File: config.mk
export PLATFORM = sky130hd
export DESIGN_NAME = kernel_coef_seq
export DESIGN_NICKNAME = d
export VERILOG_FILES = /design/src/rtl/kernel_coef_seq_pkg.sv /design/src/rtl/kernel_coef_seq_skid_buf.sv /design/src/rtl/kernel_coef_seq.sv
export SDC_FILE = /design/constraint.sdc
export NUM_CORES = 1
export LEC_CHECK = 0
export ABC_CLOCK_PERIOD_IN_PS = 6850
export CELL_PAD_IN_SITES_DETAIL_PLACEMENT = 2
export CELL_PAD_IN_SITES_GLOBAL_PLACEMENT = 2
export CORE_MARGIN = 10
export CORE_UTILIZATION = 36
export CTS_CLUSTER_DIAMETER = 40
export DETAILED_ROUTE_END_ITERATION = 8
export GPL_ROUTABILITY_DRIVEN = 0
export MAX_ROUTING_LAYER = met4
export PLACE_DENSITY = 0.95
export SYNTH_ARGS = -nofsm -noshare
export SYNTH_HDL_FRONTEND = slang
export SYNTH_SLANG_ARGS = --single-unit
File: constraint.sdc
create_clock -name clk -period 6.85 [get_ports clk]
set_clock_uncertainty 0.15 [all_clocks]
set_input_delay 1.37 -clock clk [delete_from_list [all_inputs] [get_ports clk]]
set_output_delay 1.37 -clock clk [all_outputs]
set_load 0.01 [all_outputs]
File: src/rtl/kernel_coef_seq_pkg.sv
// Shared constants and FSM state type for the 5x5 kernel coefficient sequencer.
package kernel_pkg;
  localparam int KSIZE  = 5;
  localparam int NTAPS  = 25;
  localparam int ADDR_W = 5;
  localparam int RC_W   = 3;

  typedef enum logic [1:0] {
    IDLE  = 2'd0,
    RUN   = 2'd1,
    DRAIN = 2'd2
  } seq_state_t;
endpackage

File: src/rtl/kernel_coef_seq_skid_buf.sv
// Small register FIFO that absorbs ROM read latency in front of the coefficient stream.
// Caller guarantees no push when full and no pop when empty; flush dominates push/pop.
module coef_skid_buf #(
  parameter int DEPTH = 2,
  parameter int W     = 31
) (
  input  logic                         clk,
  input  logic                         rst_n,
  input  logic                         flush,
  input  logic                         push,
  input  logic [W-1:0]                 push_data,
  input  logic                         pop,
  output logic [W-1:0]                 head_data,
  output logic [$clog2(DEPTH+1)-1:0]   count,
  output logic                         empty
);
  localparam int PW = (DEPTH > 1) ? $clog2(DEPTH) : 1;
  localparam int CW = $clog2(DEPTH + 1);

  logic [W-1:0]  mem_q [DEPTH];
  logic [W-1:0]  mem_d [DEPTH];
  logic [PW-1:0] wr_ptr_q, wr_ptr_d;
  logic [PW-1:0] rd_ptr_q, rd_ptr_d;
  logic [CW-1:0] count_q, count_d;

  function automatic logic [PW-1:0] ptr_inc(input logic [PW-1:0] p);
    return (p == PW'(DEPTH - 1)) ? '0 : p + 1'b1;
  endfunction

  always_comb begin
    mem_d    = mem_q;
    wr_ptr_d = wr_ptr_q;
    rd_ptr_d = rd_ptr_q;
    count_d  = count_q;
    if (flush) begin
      wr_ptr_d = '0;
      rd_ptr_d = '0;
      count_d  = '0;
    end else begin
      if (push) begin
        mem_d[wr_ptr_q] = push_data;
        wr_ptr_d        = ptr_inc(wr_ptr_q);
      end
      if (pop) begin
        rd_ptr_d = ptr_inc(rd_ptr_q);
      end
      count_d = count_q + CW'(push) - CW'(pop);
    end
  end

  always_ff @(posedge clk or negedge rst_n) begin
    if (!rst_n) begin
      for (int i = 0; i < DEPTH; i++) begin
        mem_q[i] <= '0;
      end
      wr_ptr_q <= '0;
      rd_ptr_q <= '0;
      count_q  <= '0;
    end else begin
      mem_q    <= mem_d;
      wr_ptr_q <= wr_ptr_d;
      rd_ptr_q <= rd_ptr_d;
      count_q  <= count_d;
    end
  end

  assign head_data = mem_q[rd_ptr_q];
  assign count     = count_q;
  assign empty     = (count_q == '0);
endmodule

File: src/rtl/kernel_coef_seq.sv
// Walks the 5x5 coefficient ROM in raster order and streams tagged taps over valid/ready.
// Optional build macro: KERNEL_SUM_EN adds a running sum of transferred coefficients.
module kernel_coef_seq
  import kernel_pkg::*;
#(
  parameter int COEF_W = 24,
  parameter int BUF_D  = 2
) (
  input  logic              clk,
  input  logic              rst_n,
  input  logic              start,
  input  logic              abort,
  output logic              busy,
  output logic              done,
  output logic              rom_rd_en,
  output logic [ADDR_W-1:0] rom_addr,
  input  logic [COEF_W-1:0] rom_data,
  output logic              coef_valid,
  input  logic              coef_ready,
  output logic [COEF_W-1:0] coef_data,
  output logic [RC_W-1:0]   coef_row,
  output logic [RC_W-1:0]   coef_col,
  output logic              coef_last,
  output logic [COEF_W+4:0] kernel_sum
);
  localparam int CW = $clog2(BUF_D + 1);
  localparam int EW = COEF_W + 2 * RC_W + 1;

  seq_state_t        state_q, state_d;
  logic [ADDR_W-1:0] addr_q, addr_d;
  logic [RC_W-1:0]   row_q, row_d, col_q, col_d;
  logic              infl_q, infl_d;
  logic              infl_last_q, infl_last_d;
  logic [RC_W-1:0]   infl_row_q, infl_row_d, infl_col_q, infl_col_d;
  logic              done_q, done_d;

  logic              flush, push, pop, issue_last, credit_ok;
  logic [CW:0]       used;
  logic [CW-1:0]     buf_count;
  logic              buf_empty;
  logic [EW-1:0]     head;

  assign pop        = coef_valid & coef_ready;
  // Credits count the read in flight plus buffered entries, minus the one leaving this cycle.
  assign used       = (CW+1)'(infl_q) + {1'b0, buf_count} - (CW+1)'(pop);
  assign credit_ok  = used < (CW+1)'(BUF_D);
  assign rom_rd_en  = (state_q == RUN) && (addr_q < ADDR_W'(NTAPS)) && credit_ok;
  assign rom_addr   = addr_q;
  assign issue_last = (addr_q == ADDR_W'(NTAPS - 1));

  always_comb begin
    state_d     = state_q;
    addr_d      = addr_q;
    row_d       = row_q;
    col_d       = col_q;
    infl_d      = rom_rd_en;
    infl_row_d  = row_q;
    infl_col_d  = col_q;
    infl_last_d = issue_last;
    done_d      = 1'b0;
    flush       = 1'b0;
    push        = infl_q;
    if (state_q != IDLE && abort) begin
      state_d = IDLE;
      flush   = 1'b1;
      push    = 1'b0;
      infl_d  = 1'b0;
    end else begin
      case (state_q)
        IDLE: begin
          if (start && !abort) begin
            state_d = RUN;
            addr_d  = '0;
            row_d   = '0;
            col_d   = '0;
          end
        end
        RUN: begin
          if (rom_rd_en) begin
            if (issue_last) begin
              state_d = DRAIN;
            end else begin
              addr_d = addr_q + 1'b1;
              if (col_q == RC_W'(KSIZE - 1)) begin
                col_d = '0;
                row_d = row_q + 1'b1;
              end else begin
                col_d = col_q + 1'b1;
              end
            end
          end
        end
        DRAIN: begin
          if (pop && coef_last) begin
            state_d = IDLE;
            done_d  = 1'b1;
          end
        end
        default: state_d = IDLE;
      endcase
    end
  end

  always_ff @(posedge clk or negedge rst_n) begin
    if (!rst_n) begin
      state_q     <= IDLE;
      addr_q      <= '0;
      row_q       <= '0;
      col_q       <= '0;
      infl_q      <= 1'b0;
      infl_last_q <= 1'b0;
      infl_row_q  <= '0;
      infl_col_q  <= '0;
      done_q      <= 1'b0;
    end else begin
      state_q     <= state_d;
      addr_q      <= addr_d;
      row_q       <= row_d;
      col_q       <= col_d;
      infl_q      <= infl_d;
      infl_last_q <= infl_last_d;
      infl_row_q  <= infl_row_d;
      infl_col_q  <= infl_col_d;
      done_q      <= done_d;
    end
  end

  coef_skid_buf #(
    .DEPTH (BUF_D),
    .W     (EW)
  ) u_buf (
    .clk       (clk),
    .rst_n     (rst_n),
    .flush     (flush),
    .push      (push),
    .push_data ({infl_last_q, infl_row_q, infl_col_q, rom_data}),
    .pop       (pop),
    .head_data (head),
    .count     (buf_count),
    .empty     (buf_empty)
  );

  assign {coef_last, coef_row, coef_col, coef_data} = head;
  assign coef_valid = !buf_empty;
  assign busy       = (state_q != IDLE);
  assign done       = done_q;

`ifdef KERNEL_SUM_EN
  logic [COEF_W+4:0] sum_q, sum_d;

  always_comb begin
    sum_d = sum_q;
    if (state_q == IDLE && start && !abort) begin
      sum_d = '0;
    end else if (pop) begin
      sum_d = sum_q + (COEF_W+5)'(coef_data);
    end
  end

  always_ff @(posedge clk or negedge rst_n) begin
    if (!rst_n) begin
      sum_q <= '0;
    end else begin
      sum_q <= sum_d;
    end
  end

  assign kernel_sum = sum_q;
`else
  assign kernel_sum = '0;
`endif
endmodule

== Word-level counts from Yosys, hierarchy flattened ==
Cells that the tools add are included.
Widths: inputs -> output; s select.

* Output and inout port bits: 69
* Word-level logic and storage cells: 101
* Input port bits: 29
* Flip-flop bits (word level): 88

* Reductions and logical operators: 18
* Bitwise logic cells: 5
* Muxes and demuxes: 38
* Eq/ne operators: 12
* Magnitude comparators: 5
* Add/sub/neg operators: 9

{| class="wikitable"
|+ Operators with widths
! kind !! number
|-
| $mux 31 || 4
|-
| $bwmux 62 || 1
|-
| $demux 31 s1 || 1
|-
| $mux 3 || 7
|-
| $mux 5 || 3
|-
| $mux 1 || 12
|-
| $mux 2 || 6
|-
| $pmux 3 s2 || 2
|-
| $pmux 5 s2 || 1
|-
| $reduce_bool 2->1 || 4
|-
| $add 3x1->3 const B || 2
|-
| $logic_and 1x1->1 || 6
|-
| $ne 2x2->1 const B || 3
|-
| $ne 3x2->1 const B || 2
|-
| $ne 3x3->1 const B || 2
|-
| $pmux 2 s3 || 1
|-
| $reduce_and 6->1 || 1
|-
| $add 5x1->5 const B || 1
|-
| $eq 5x5->1 const B || 1
|-
| $lt 5x5->1 const B || 1
|-
| $reduce_and 5->1 || 1
|-
| $ge 2x2->1 const B || 2
|-
| $logic_not 2->1 || 2
|-
| $not 1->2 || 2
|-
| other kinds (16) || 19
|}

== Depth between registers and ports, before layout ==
* Depth after elaboration: 9
* Depth in mapped cells: 10
* Mapped depth without buffers: 10

== Modules after synthesis ==
Synthesis repeated with hierarchy kept, for this count alone.

* Cells, all modules: 316
* Area total of the unflattened synthesis: 4,242.8 um^2

{| class="wikitable"
|+ Modules (own cells, without submodules)
! module !! seq. area each (um^2) !! times used !! area each (um^2) !! cells an instance
|-
| coef_skid_buf || 1,651.6 || 1 || 2,906.5 || 183
|-
| kernel_coef_seq || 550.5 || 1 || 1,336.3 || 133
|}

== Worst setup path after synthesis ==
Ideal clock, no wire load.

* Kind: input port to output port
* Start: input coef_ready
* End: output rom_rd_en
* Arrival time: 2,948 ps
* Cell stages on the path: 8
* Data required time: 5,330 ps
* Path slack: 2,382 ps
* Buffers on the path: 0
* Cell sequence: o21a_1 ha_1 inv_1 nand2_1 fa_1 xnor2_1 o2111ai_4 inv_1

* Longest elaborated chain between the ends: 4

{| class="wikitable"
|+ Ends and longest elaborated chain
! element !! line !! source
|-
| start, declared || kernel_coef_seq.sv:19 || <nowiki>input logic coef_ready,</nowiki>
|-
| $and 1x1->1 || kernel_coef_seq.sv:43 || <nowiki>assign pop = coef_valid & coef_ready;</nowiki>
|-
| $sub 3x1->3 || kernel_coef_seq.sv:45 || <nowiki>assign used = (CW+1)'(infl_q) + {1'b0, buf_count} - (CW+1)'(pop);</nowiki>
|-
| $lt 3x2->1 || kernel_coef_seq.sv:46 || <nowiki>assign credit_ok = used < (CW+1)'(BUF_D);</nowiki>
|-
| $logic_and 1x1->1 || kernel_coef_seq.sv:47 || <nowiki>assign rom_rd_en = (state_q == RUN) && (addr_q < ADDR_W'(NTAPS)) && credit_ok;</nowiki>
|-
| end, declared || kernel_coef_seq.sv:15 || <nowiki>output logic rom_rd_en,</nowiki>
|}

Every way passes these cells.

== Final worst setup path ==
Ends and elaborated chain as after synthesis.

==> reports/qor.yml <==
cts_resized: 0
drv_slew: 0
first_global_vias: 3153
grt_max_degree: 89
num_rows: 39
final_area_um2: 5240
antenna_found_initial: 0
wire_per_inst_um: 20.5
synth_area_um2: 4220
die_w_um: 128
dr.pass1.iters: 3
synth.top_cell.area_share_pct: 52.2
hold_viol_final: 0
area_growth_pct: 24.4
routed_wl_mm: 10.9
synth_top_family_by_area: "multiplexers"
insertion_delay_ns: 0.34
syn_avg_cell_area_um2: 13.3
ant_nets: 0
yosys.area_share.adder_pct: 2.85
ys.flop_type: "dfrtp_1"
io_buffers: 68
worst_setup_hold_path_clk_slew_ns: 0.06
finalSetupViolCount: 0
cellPowerDensity_nw_per_um2: 427
crit_fanout: 9
synth_edf_count: 0
drc: 0
synth_cells: 317
irDropWorstVdd_uv: 207
clockBufferDepth: 2
fmax_ghz: 0.174
ys_warn_count: 0
synth-seq-cells: 88
yosysTopAreaCell: "dfrtp_1"
first_iter_violations: 128
ios: 98
htree_levels: 3
yosys-top-cells-area: "dfrtp_1 52%, mux2_2 25%, buf_4 5.2%, ha_1 2.4%, mux2i_1 1.4%"
drive_gt1_share_pct: 30.5
async_flop_share_pct: 100
grt_overflow: 0
clock-sinks: 88
pre_cts_slack_ns: 1.18
vias_per_cell: 4.84
leakage_nw: 2.41
cts_made_buffers: 9
hpwlAfterDp_mm: 7.62
setup_slack_ns: 1.12
worstSetupStartpointType: "input pin"
synthDistinctLibCells: 46
crit_type: "input pin to primary output"
finalHoldWorstSlack_ns: 0.268
critPathArrivalTime_ns: 4.21
multi_input_area_um2: 1790
crit_required_ns: 5.33
setup_tns_ns: 0
tightest_slew_ns: 1.13
start_util_pct: 36.9
drv_cap: 0
critPathCaptureType: "primary output"
seq_area_frac_synth_pct: 52.2
hold_class: "flop to flop"
synth-xor-area-share_pct: 0.831
grt_usage_pct: 14.3
placed_area_um2: 4920
post-route-util_pct: 45.9
num_vias: 2579
maxSlewHeadroom_pct: 25.0
grt_first_pass_wirelength_mm: 17.8
final_nets: 424
holdBufCountCts: 0
synthMuxAreaShare_pct: 26.3
clock-root-buffer: "clkbuf_16"
rsz0062_at_grt: "false"
die_y_um: 128
n_fill_cell: 1117
outcome: "finished, final reports clean"
dieArea_um2: 16400
timing.final.crit_share_pct: 83.7
post-cts-setup-buffers: 0
cts_tree: "built"
antennaDiodeCount: 0
seq_area_um2: 2200
core_area_um2: 11400
synth-compound-area-share_pct: 3.24
layout_min_cycle_time_ns: 5.73
synth-simple-area-share_pct: 6.74
## synthesized netlist by cell type (2+ instances only)
cell type / n
a21oi_1: 3
and2_1: 3
and3_1: 2
buf_1: 3
buf_2: 6
buf_4: 29
clkbuf_1: 2
dfrtp_1: 88
ha_1: 8
inv_1: 13
mux2_2: 93
mux2i_1: 6
nand2_1: 15
nand2b_1: 2
nor2_1: 6
nor3_1: 4
nor4b_1: 2
xnor2_1: 4
## kinds of logic (layout without fill, tap and decap cells)
group           after synthesis  count (layout)
mux                          99              99
flops                        88              88
buf+inv                      54              99
simple gates                 48              48
compound gates               14              14
fa+ha+maj                     9               9
xor+xnor                      4               4
other cells                   1              29
## per-stage QoR
stage                     std cells  total power (W)
after CTS                       533          0.00228
after global placement          518          0.00164
after floorplan                 345          0.00131
after detailed placement        518          0.00171
final                           533          0.00224
after global routing            533          0.00238
## cell usage in the layout (no fill, tap or decap), types with 3 or more instances in the layout
master	instances
nor2_1	6
buf_4	4
clkdlybuf4s50_1	67
nor3_1	4
dfrtp_1	88
a21oi_1	3
conb_1	29
xnor2_1	4
nand2_1	15
mux2_2	93
mux2i_1	6
clkbuf_16	9
inv_1	13
ha_1	8
and2_1	3
## path summary, 6_finish.rpt
path	cells past startpoint	slack, ns	from	endpoint
hold / removal	0	0.27	infl_row_d[1]	infl_row_q[1]
setup reg to reg	9	3.92	u_buf.count[1]	col_q[0]
max in group asynchronous	1	4.72	rst_n	u_buf.mem_q[24]
setup / recovery	10	1.12	coef_ready	rom_rd_en
hold reg to reg	0	0.27	infl_row_d[1]	infl_row_q[1]
min in group asynchronous	1	1.07	rst_n	u_buf.mem_q[7]
## worst max-delay path, cell delays in order
cell and delay (ns):
clkdlybuf4s50_1 0.49, o21a_1 0.20, ha_1 0.26, inv_1 0.08, nand2_1 0.07, fa_1 0.38
xnor2_1 0.32, o2111ai_4 0.32, inv_1 0.16, clkdlybuf4s50_1 0.56
## power breakdown
| group | switching, W | internal, W |
|---|---|---|
| sequential | 0.000115 | 0.000693 |
| combinational | 0.000379 | 0.000516 |
| clock | 0.000196 | 0.000337 |
| total | 0.000691 | 0.00155 |
## sequential cells by signal, indices dropped and copies added (netlist names)
register / cells
rom_addr: 5
infl_last_q: 1
done: 1
state_q: 2
infl_q: 1
u_buf.wr_ptr_q: 1
col_q: 3
u_buf.mem_q: 62
infl_col_q: 3
infl_row_q: 3
u_buf.count: 2
u_buf.rd_ptr_q: 1
infl_row_d: 3
## routing by layer
metal,track usage (%),vias up,wire length [µm]
li1,-,1176,-
met1,16.1,1322,4660
met2,24.0,72,5660
met3,3.68,9,445
met4,4.77,0,142
met5,-,-,0
## cell type report
type / count / share of cell area (%)
multi-input cells: 203 / 34.2
inverters: 13 / 0.931
clock buffers: 12 / 4.89
clock inverters: 3 / 1.24
well taps: 143 / 3.41
repair buffers: 71 / 13.4
flip-flops and latches: 88 / 42.0
Power figures use the tool's default switching activity.
